--- src/rtl/fetch_queue.sv ---
// Fetch stage plus circular instruction queue between imem and decode.
// Optional perf counters (stall_cnt, flush_cnt) are built when FETCHQ_PERF_EN is defined.
module fetch_queue #(
  parameter int ADDR_LEN    = 32,
  parameter int INSN_LEN    = 32,
  parameter int LINE_WORDS  = 4,
  parameter int FETCH_WIDTH = 2,
  parameter int DEQ_WIDTH   = 2,
  parameter int DEPTH       = 8,
  parameter logic [ADDR_LEN-1:0] RESET_PC = '0
) (
  input  logic                           clk,
  input  logic                           reset,
  output logic [ADDR_LEN-1:0]            pc,
  input  logic [LINE_WORDS*INSN_LEN-1:0] idata,
  input  logic                           idata_valid,
  input  logic                           redirect,
  input  logic [ADDR_LEN-1:0]            redirect_pc,
  output logic                           fetch_stall,
  input  logic                           deq_ready,
  output logic [DEQ_WIDTH*INSN_LEN-1:0]  out_inst,
  output logic [DEQ_WIDTH*ADDR_LEN-1:0]  out_pc,
  output logic [DEQ_WIDTH-1:0]           out_valid,
  output logic [$clog2(DEPTH):0]         count
`ifdef FETCHQ_PERF_EN
  ,
  output logic [31:0]                    stall_cnt,
  output logic [31:0]                    flush_cnt
`endif
);

  localparam int OFF_W = $clog2(LINE_WORDS);
  localparam int PTR_W = $clog2(DEPTH);
  localparam int CNT_W = PTR_W + 1;

  logic [INSN_LEN-1:0] mem_inst [DEPTH];
  logic [ADDR_LEN-1:0] mem_pc   [DEPTH];
  logic [PTR_W-1:0]    head, tail;

  logic [INSN_LEN-1:0] line_word [LINE_WORDS];
  logic [INSN_LEN-1:0] enq_inst  [FETCH_WIDTH];
  logic [ADDR_LEN-1:0] enq_pc    [FETCH_WIDTH];
  logic [OFF_W-1:0]    off;
  logic [CNT_W-1:0]    n, d, free;
  logic                enq, deq;

  // Fetch never crosses the line end, so n shrinks near the last word.
  always_comb begin
    off  = pc[OFF_W+1:2];
    free = CNT_W'(DEPTH) - count;
    if (FETCH_WIDTH < LINE_WORDS - int'(off)) n = CNT_W'(FETCH_WIDTH);
    else                                      n = CNT_W'(LINE_WORDS - int'(off));
    d = (count > CNT_W'(DEQ_WIDTH)) ? CNT_W'(DEQ_WIDTH) : count;
    enq         = idata_valid && !redirect && (free >= n);
    fetch_stall = idata_valid && !redirect && (free < n);
    deq         = deq_ready && !redirect;
  end

  always_comb begin
    for (int k = 0; k < LINE_WORDS; k++)
      line_word[k] = idata[k*INSN_LEN +: INSN_LEN];
    // Slots at or beyond n may select past the line end; they are never written.
    for (int j = 0; j < FETCH_WIDTH; j++) begin
      enq_inst[j] = line_word[off + OFF_W'(j)];
      enq_pc[j]   = pc + ADDR_LEN'(4 * j);
    end
  end

  // NOTE: the storage array has no reset; validity is tracked by count/head/tail alone.
  always_ff @(posedge clk) begin
    if (!reset && enq) begin
      for (int j = 0; j < FETCH_WIDTH; j++) begin
        if (CNT_W'(j) < n) begin
          mem_inst[tail + PTR_W'(j)] <= enq_inst[j];
          mem_pc[tail + PTR_W'(j)]   <= enq_pc[j];
        end
      end
    end
  end

  // NOTE: state uses non-blocking assignments so every register samples pre-edge values.
  always_ff @(posedge clk) begin
    if (reset) begin
      pc    <= RESET_PC;
      head  <= '0;
      tail  <= '0;
      count <= '0;
    end else if (redirect) begin
      pc    <= {redirect_pc[ADDR_LEN-1:2], 2'b00};
      head  <= '0;
      tail  <= '0;
      count <= '0;
    end else begin
      if (enq) begin
        tail <= tail + PTR_W'(n);
        pc   <= pc + (ADDR_LEN'(n) << 2);
      end
      if (deq) head <= head + PTR_W'(d);
      count <= count + (enq ? n : '0) - (deq ? d : '0);
    end
  end

  always_comb begin
    for (int i = 0; i < DEQ_WIDTH; i++) begin
      out_inst[i*INSN_LEN +: INSN_LEN] = mem_inst[head + PTR_W'(i)];
      out_pc[i*ADDR_LEN +: ADDR_LEN]   = mem_pc[head + PTR_W'(i)];
      out_valid[i]                     = count > CNT_W'(i);
    end
  end

`ifdef FETCHQ_PERF_EN
  always_ff @(posedge clk) begin
    if (reset) begin
      stall_cnt <= '0;
      flush_cnt <= '0;
    end else begin
      if (fetch_stall) stall_cnt <= stall_cnt + 32'd1;
      if (redirect)    flush_cnt <= flush_cnt + 32'd1;
    end
  end
`endif

endmodule

--- config.mk ---
export PLATFORM = sky130hd
export DESIGN_NAME = fetch_queue
export DESIGN_NICKNAME = d
export VERILOG_FILES = /design/src/rtl/fetch_queue.sv
export SDC_FILE = /design/constraint.sdc
export NUM_CORES = 1
export LEC_CHECK = 0
export CORE_ASPECT_RATIO = 1.1
export CORE_MARGIN = 2
export CORE_UTILIZATION = 55
export DETAILED_ROUTE_END_ITERATION = 7
export HOLD_SLACK_MARGIN = 0.06
export PLACE_DENSITY = 0.77
export SETUP_SLACK_MARGIN = 0.4
export SLEW_MARGIN = 20
export SYNTH_ARGS = -nofsm -noshare
export SYNTH_HDL_FRONTEND = slang
export SYNTH_SLANG_ARGS = --single-unit
--- constraint.sdc ---
create_clock -name clk -period 17 [get_ports clk]
set_clock_uncertainty 0.1 [all_clocks]
set_input_delay 2.55 -clock clk [delete_from_list [all_inputs] [get_ports clk]]
set_output_delay 2.55 -clock clk [all_outputs]
set_load 0.01 [all_outputs]
# Yosys cells after proc, flatten, opt, wreduce, memory -nomap -nowiden
# Memory sizes are Yosys's and may differ from the RTL's. A register that Yosys moved wholly into a read port is not among the register bits.
# Index checks and enable logic that the tools add are counted.
# Widths: inputs -> output; s select.
[word_totals]
reg_bits = 42
latch_bits = 0
mem_bits_rw = 512
mem_bits_ro = 0
input_bits = 165
output_inout_bits = 167
elab_cells = 61
memories = 2
[mem_list]
columns = ["name", "depth", "width", "rd", "rd_clocked_by_memory_dff", "wr", "line", "source"]
rows = [
  ["mem_inst", 8, 32, 2, 1, 2, "36", "logic [INSN_LEN-1:0] mem_inst [DEPTH];"],
  ["mem_pc", 8, 32, 2, 1, 2, "37", "logic [ADDR_LEN-1:0] mem_pc [DEPTH];"],
]
[classes]
addsub = 11
n_mul = 0
div_mod_pow = 0
magnitude_cmp = 10
n_eq_ne = 0
shift = 0
mux = 22
bitwise_logic = 2
n_reduce_logical = 9
[ops]
columns = ["op", "count"]
rows = [
  ["$mux 32", 6],
  ["$bmux 32 s2", 2],
  ["$add 32x3->32 const B", 1],
  ["$add 32x6->32", 1],
  ["$lt 3x32->1 const A", 1],
  ["$mux 4", 4],
  ["$mux 3", 4],
  ["$gt 4x1->1 const B", 2],
  ["$lt 1x4->1 const A", 2],
  ["$add 3x1->3 const B", 2],
  ["$add 3x3->3", 2],
  ["$ge 3x3->1 const B", 2],
  ["$mux 1", 6],
  ["$not 2->3", 2],
  ["$logic_and 1x1->1", 5],
  ["$add 4x4->4", 1],
  ["$ge 4x4->1", 1],
  ["$gt 4x2->1 const B", 1],
  ["$lt 4x4->1", 1],
  ["$sub 3x2->4 const A", 1],
  ["$sub 4x4->4", 1],
  ["$sub 4x4->4 const A", 1],
  ["$add 2x1->2 const B", 1],
  ["$logic_not 1->1", 2],
  ["2 further kinds", 2],
]

# Depth between registers and ports, before layout
[logic_depth]
ltp_word = 8
ltp_mapped = 17
ltp_nobuf = 14

# Worst setup path before layout
# No wires, ideal clock.
[synth_timing]
path_type = "input to register"
startpoint = "in redirect"
endpoint = "mem mem_inst[0][0], enable pin"
setup_ns = 0.652
arrival_ns = 9.761
required_ns = 16.248
path_slack_ns = 6.488
path_stages = 5
path_buffers = 2
cell_sequence = "clkbuf_1 -> nor2b_1 -> clkbuf_1 -> nand2_1 -> o41ai_1"
[synth_rtl]
columns = ["element", "line", "source"]
rows = [
  ["start, declared", "17", "input logic redirect,"],
  ["end, declared", "36", ""],
]

# Worst setup path in the final report
[layout_timing]
startpoint = "reg head[0]"
endpoint = "out out_pc[61]"
[layout_via]
elab_chain_len = 2
[layout_lines]
columns = ["element", "line", "source"]
rows = [
  ["start, declared", "38", "logic [PTR_W-1:0] head, tail;"],
  ["start signal, assigned", "98", "if (deq) head <= head + PTR_W'(d);"],
  ["$add 3x1->3", "106", "out_pc[i*ADDR_LEN +: ADDR_LEN] = mem_pc[head + PTR_W'(i)];"],
  ["$mem_v2 8x32", "n/a", ""],
  ["end, declared", "22", "output logic [DEQ_WIDTH*ADDR_LEN-1:0] out_pc,"],
]
# No other way between the ends.

==> results.md <==
* Status: finished, final reports clean
* Initial antenna violation count at 2
* Top FF cell, synth: edfxtp_1
* Power share of the clock group at 30.1%
* Maxcap violations at 0
* CTS tree: yes
* CP Class: reg2out
* Mapped cell area at 33,870 um^2
* Post-Syn Area per Cell at 14.47 um^2
* CP top delay family: buffers and inverters
* Post-route DRC at 0
* Startpoint types: flip-flop
* Post-Route WL at 101,500 um
* Vias at 23,640
* Worst path most repeated cell: buf_4
* Cell Pwr Density at 102.4 nW/um^2
* Routability Congestion at 0.9107
* WP buf/inv at 3
* Ys Warns at 0
* EDFF count, synth at 496
* CP Data Arrival Time at 5410 ps
* Post-synth top area share at 43.98%
* Ordered list of cells on the worst path: ha_4 -> buf_4 -> buf_4 -> mux4_2 -> mux2_2 -> clkdlybuf4s50_1
* Clock transition at the registers of the reported paths at 60 ps
* Initial core utilization at 55.54%
* Placed inst area at 37,800 um^2
* Drt wl/cell at 29.74 um
* CTS root buf: clkbuf_16
* Cts hold-fix bufs at 0
* Slew Limit Fails at 0
* Final TNS setup at 0 ps
* Row count at 95
* Postcts setup bufs at 0
* Final Cell Area at 39,610 um^2
* Worst-margin pin slew at 1125 ps
* Cell-internal power at 2.772 mW
* Flop pwr share at 39.6%
* Fin. Hold Viols at 0
* H-tree levels at 2
* PostCTS Resize Cnt at 0
* Gr ovfl total at 0
* Top cells by area, synth: edfxtp_1, mux4_2, mux2_2
* Mapped Cells at 2,341
* Largest net degree at the start of global routing at 118
* Sw Ratio at 31.68%
* Vias in the first global route at 24,609
* Final Setup Violations at 0
* Global-route wire length before repair at 151,900 um
* Unrepaired setup endpoints after global routing: no
* Detailed-route vias per instance at 6.928
* Layout cell share with drive strength beyond 1 at 29.98%
* Final Non-Filler Cells at 3,412
* Filler cells at 4,310
* Chip Height at 264.3 um
* ANT cells at 0
* Sequential element share of the synthesized area at 46.52%
* Final net count at 2,734
* CP max stage cell: dfxtp_4
* FF+latch area at 15,780 um^2
* Placed instance count at 3,308
* Multi-input gate area at 17,290 um^2
* Clock Tree Buf Depth at 3
* Leak at 12.60 nW
* Largest area contributor in the netlist: edfxtp_1
* FF+latch count, synth at 539
* Crit. End Element: output port
* Drt pass-1 iters at 6
* PortBufs at 323
* Core ar. at 60,980 um^2
* WP data required at 14,350 ps
* Iteration-0 DRC Markers at 2,770
* DPL Wire Length at 59,960 um
* Final worst setup slack at 8940 ps
* Hold crit path type: reg2reg
* Synth top cells by count: edfxtp_1, mux4_2, mux2_2, nor3_1, clkbuf_1
* Tot GR Track Use at 32.23%
* Combinational Power Share at 30.3%
* Die area at 63,580 um^2
* Fin crit period at 8060 ps
* Post-route ant nets at 0
* Most numerous cell in the Yosys netlist: edfxtp_1
* CP max stage delay at 910 ps
* Maximum vdd drop at 148.3 uV
* Final Cycle Share at 47.41%
* CP Max Fanout at 53
* Slew headroom at 24.88%
* CTS Buf Count at 56
* Area added between synthesis and finish at 16.95%
* Die span in x at 240.6 um
* Pre-CTS WS at 9248 ps
* Total clock sinks at 539
* Peak Freq at 124.1 MHz
* Post-synthesis async set-or-reset flop share at 0%
* Synth unique cells at 74
* Clock Latency Late Sink at 630 ps
* # IOs at 332
* Sw Pwr at 1.285 mW
final timing paths:
| kind | from | endpoint | slack (ps) | depth (start not counted) |
|---|---|---|---|---|
| setup / recovery | head[0] | out_pc[61] | 8940 | 6 |
| hold / removal | head[1] | flip-flop | 500 | 2 |
| setup reg to reg | pc[3] | mem_inst[3][2] | 11640 | 8 |
| hold reg to reg | head[1] | flip-flop | 500 | 2 |
per-layer routing:
metal	wire, um	part of all wire, %	vias to the layer above	track usage (%)
met2	49220	49	1585	52.82
li1	-	-	9754	-
met1	36820	36	12003	42.74
met5	20	0.020	-	0
met4	3664	3.6	4	11.38
met3	11750	12	294	6.771
cell families (layout without fill, tap and decap cells):
| logic type | count (synthesis) | in the layout | share of synthesized area (%) |
|---|---|---|---|
| xor gates and xnor gates | 220 | 220 | 5.689 |
| muxes | 701 | 701 | 33.67 |
| and+or+nand+nor | 448 | 448 | 7.067 |
| adders and majority gates | 27 | 27 | 1.108 |
| other | 2 | 10 | 0.02217 |
| AOI/OAI and AO/OA | 144 | 144 | 2.786 |
| DFF | 539 | 539 | 46.52 |
| buffers and inverters | 260 | 499 | 3.137 |
power by group through the flow:
stage | Combinational, mW | Sequential [mW] | Clock [mW]
after global placement | 1.17 | 1.63 | 0
after detailed placement | 1.21 | 1.63 | 0
final | 1.23 | 1.61 | 1.22
after CTS | 1.22 | 1.60 | 1.23
after global routing | 1.30 | 1.61 | 1.28
after floorplan | 0.815 | 1.60 | 0
stage by stage:
stage	hold slack, ps	util [%]	power, mW
final	498.9	64.96	4.058
after global routing	521.3	64.96	4.197
after CTS	501.6	64.95	4.048
after detailed placement	490.0	62.00	2.841
after global placement	492.1	61.95	2.801
after floorplan	425.5	-	2.413
worst reg2reg max path, cell delays in order (launching register included):
cell and delay [ps]:
dfxtp_2 310, buf_4 330, ha_1 490, nor4_1 640
nand3_2 910, nand2b_2 520, buf_4 390, nand2_4 460
buf_4 740
layout by cell type, fill, tap and decap left out, drive strengths merged, types with 10 or more instances in the layout:
cell	instances
dfxtp	43
mux2	386
inv	22
mux4	312
nand2	52
conb	10
nor2	49
or3	16
edfxtp	496
buf	52
xnor2	88
xor2	132
clkdlybuf4s50	323
nand3b	14
o21ai	50
nand4	29
nor3	171
clkinv	16
nand3	63
ha	22
or4	11
clkbuf	83
a21oi	24
final cells by class:
| type | instances | area share [%] |
|---|---|---|
| flip-flops and latches | 539 | 39.83 |
| inverters | 20 | 0.1895 |
| clock inverters | 21 | 0.4991 |
| multi-input cells | 1550 | 43.65 |
| repair buffers | 375 | 9.186 |
| clock buffers | 83 | 4.050 |
| well taps | 824 | 2.603 |
state kept, by name, indices dropped and copies added (netlist names), named ones only:
name      cells
count         4
head          3
mem_inst    256
mem_pc      240
pc           30
tail          3
Power figures use the tool's default switching activity.
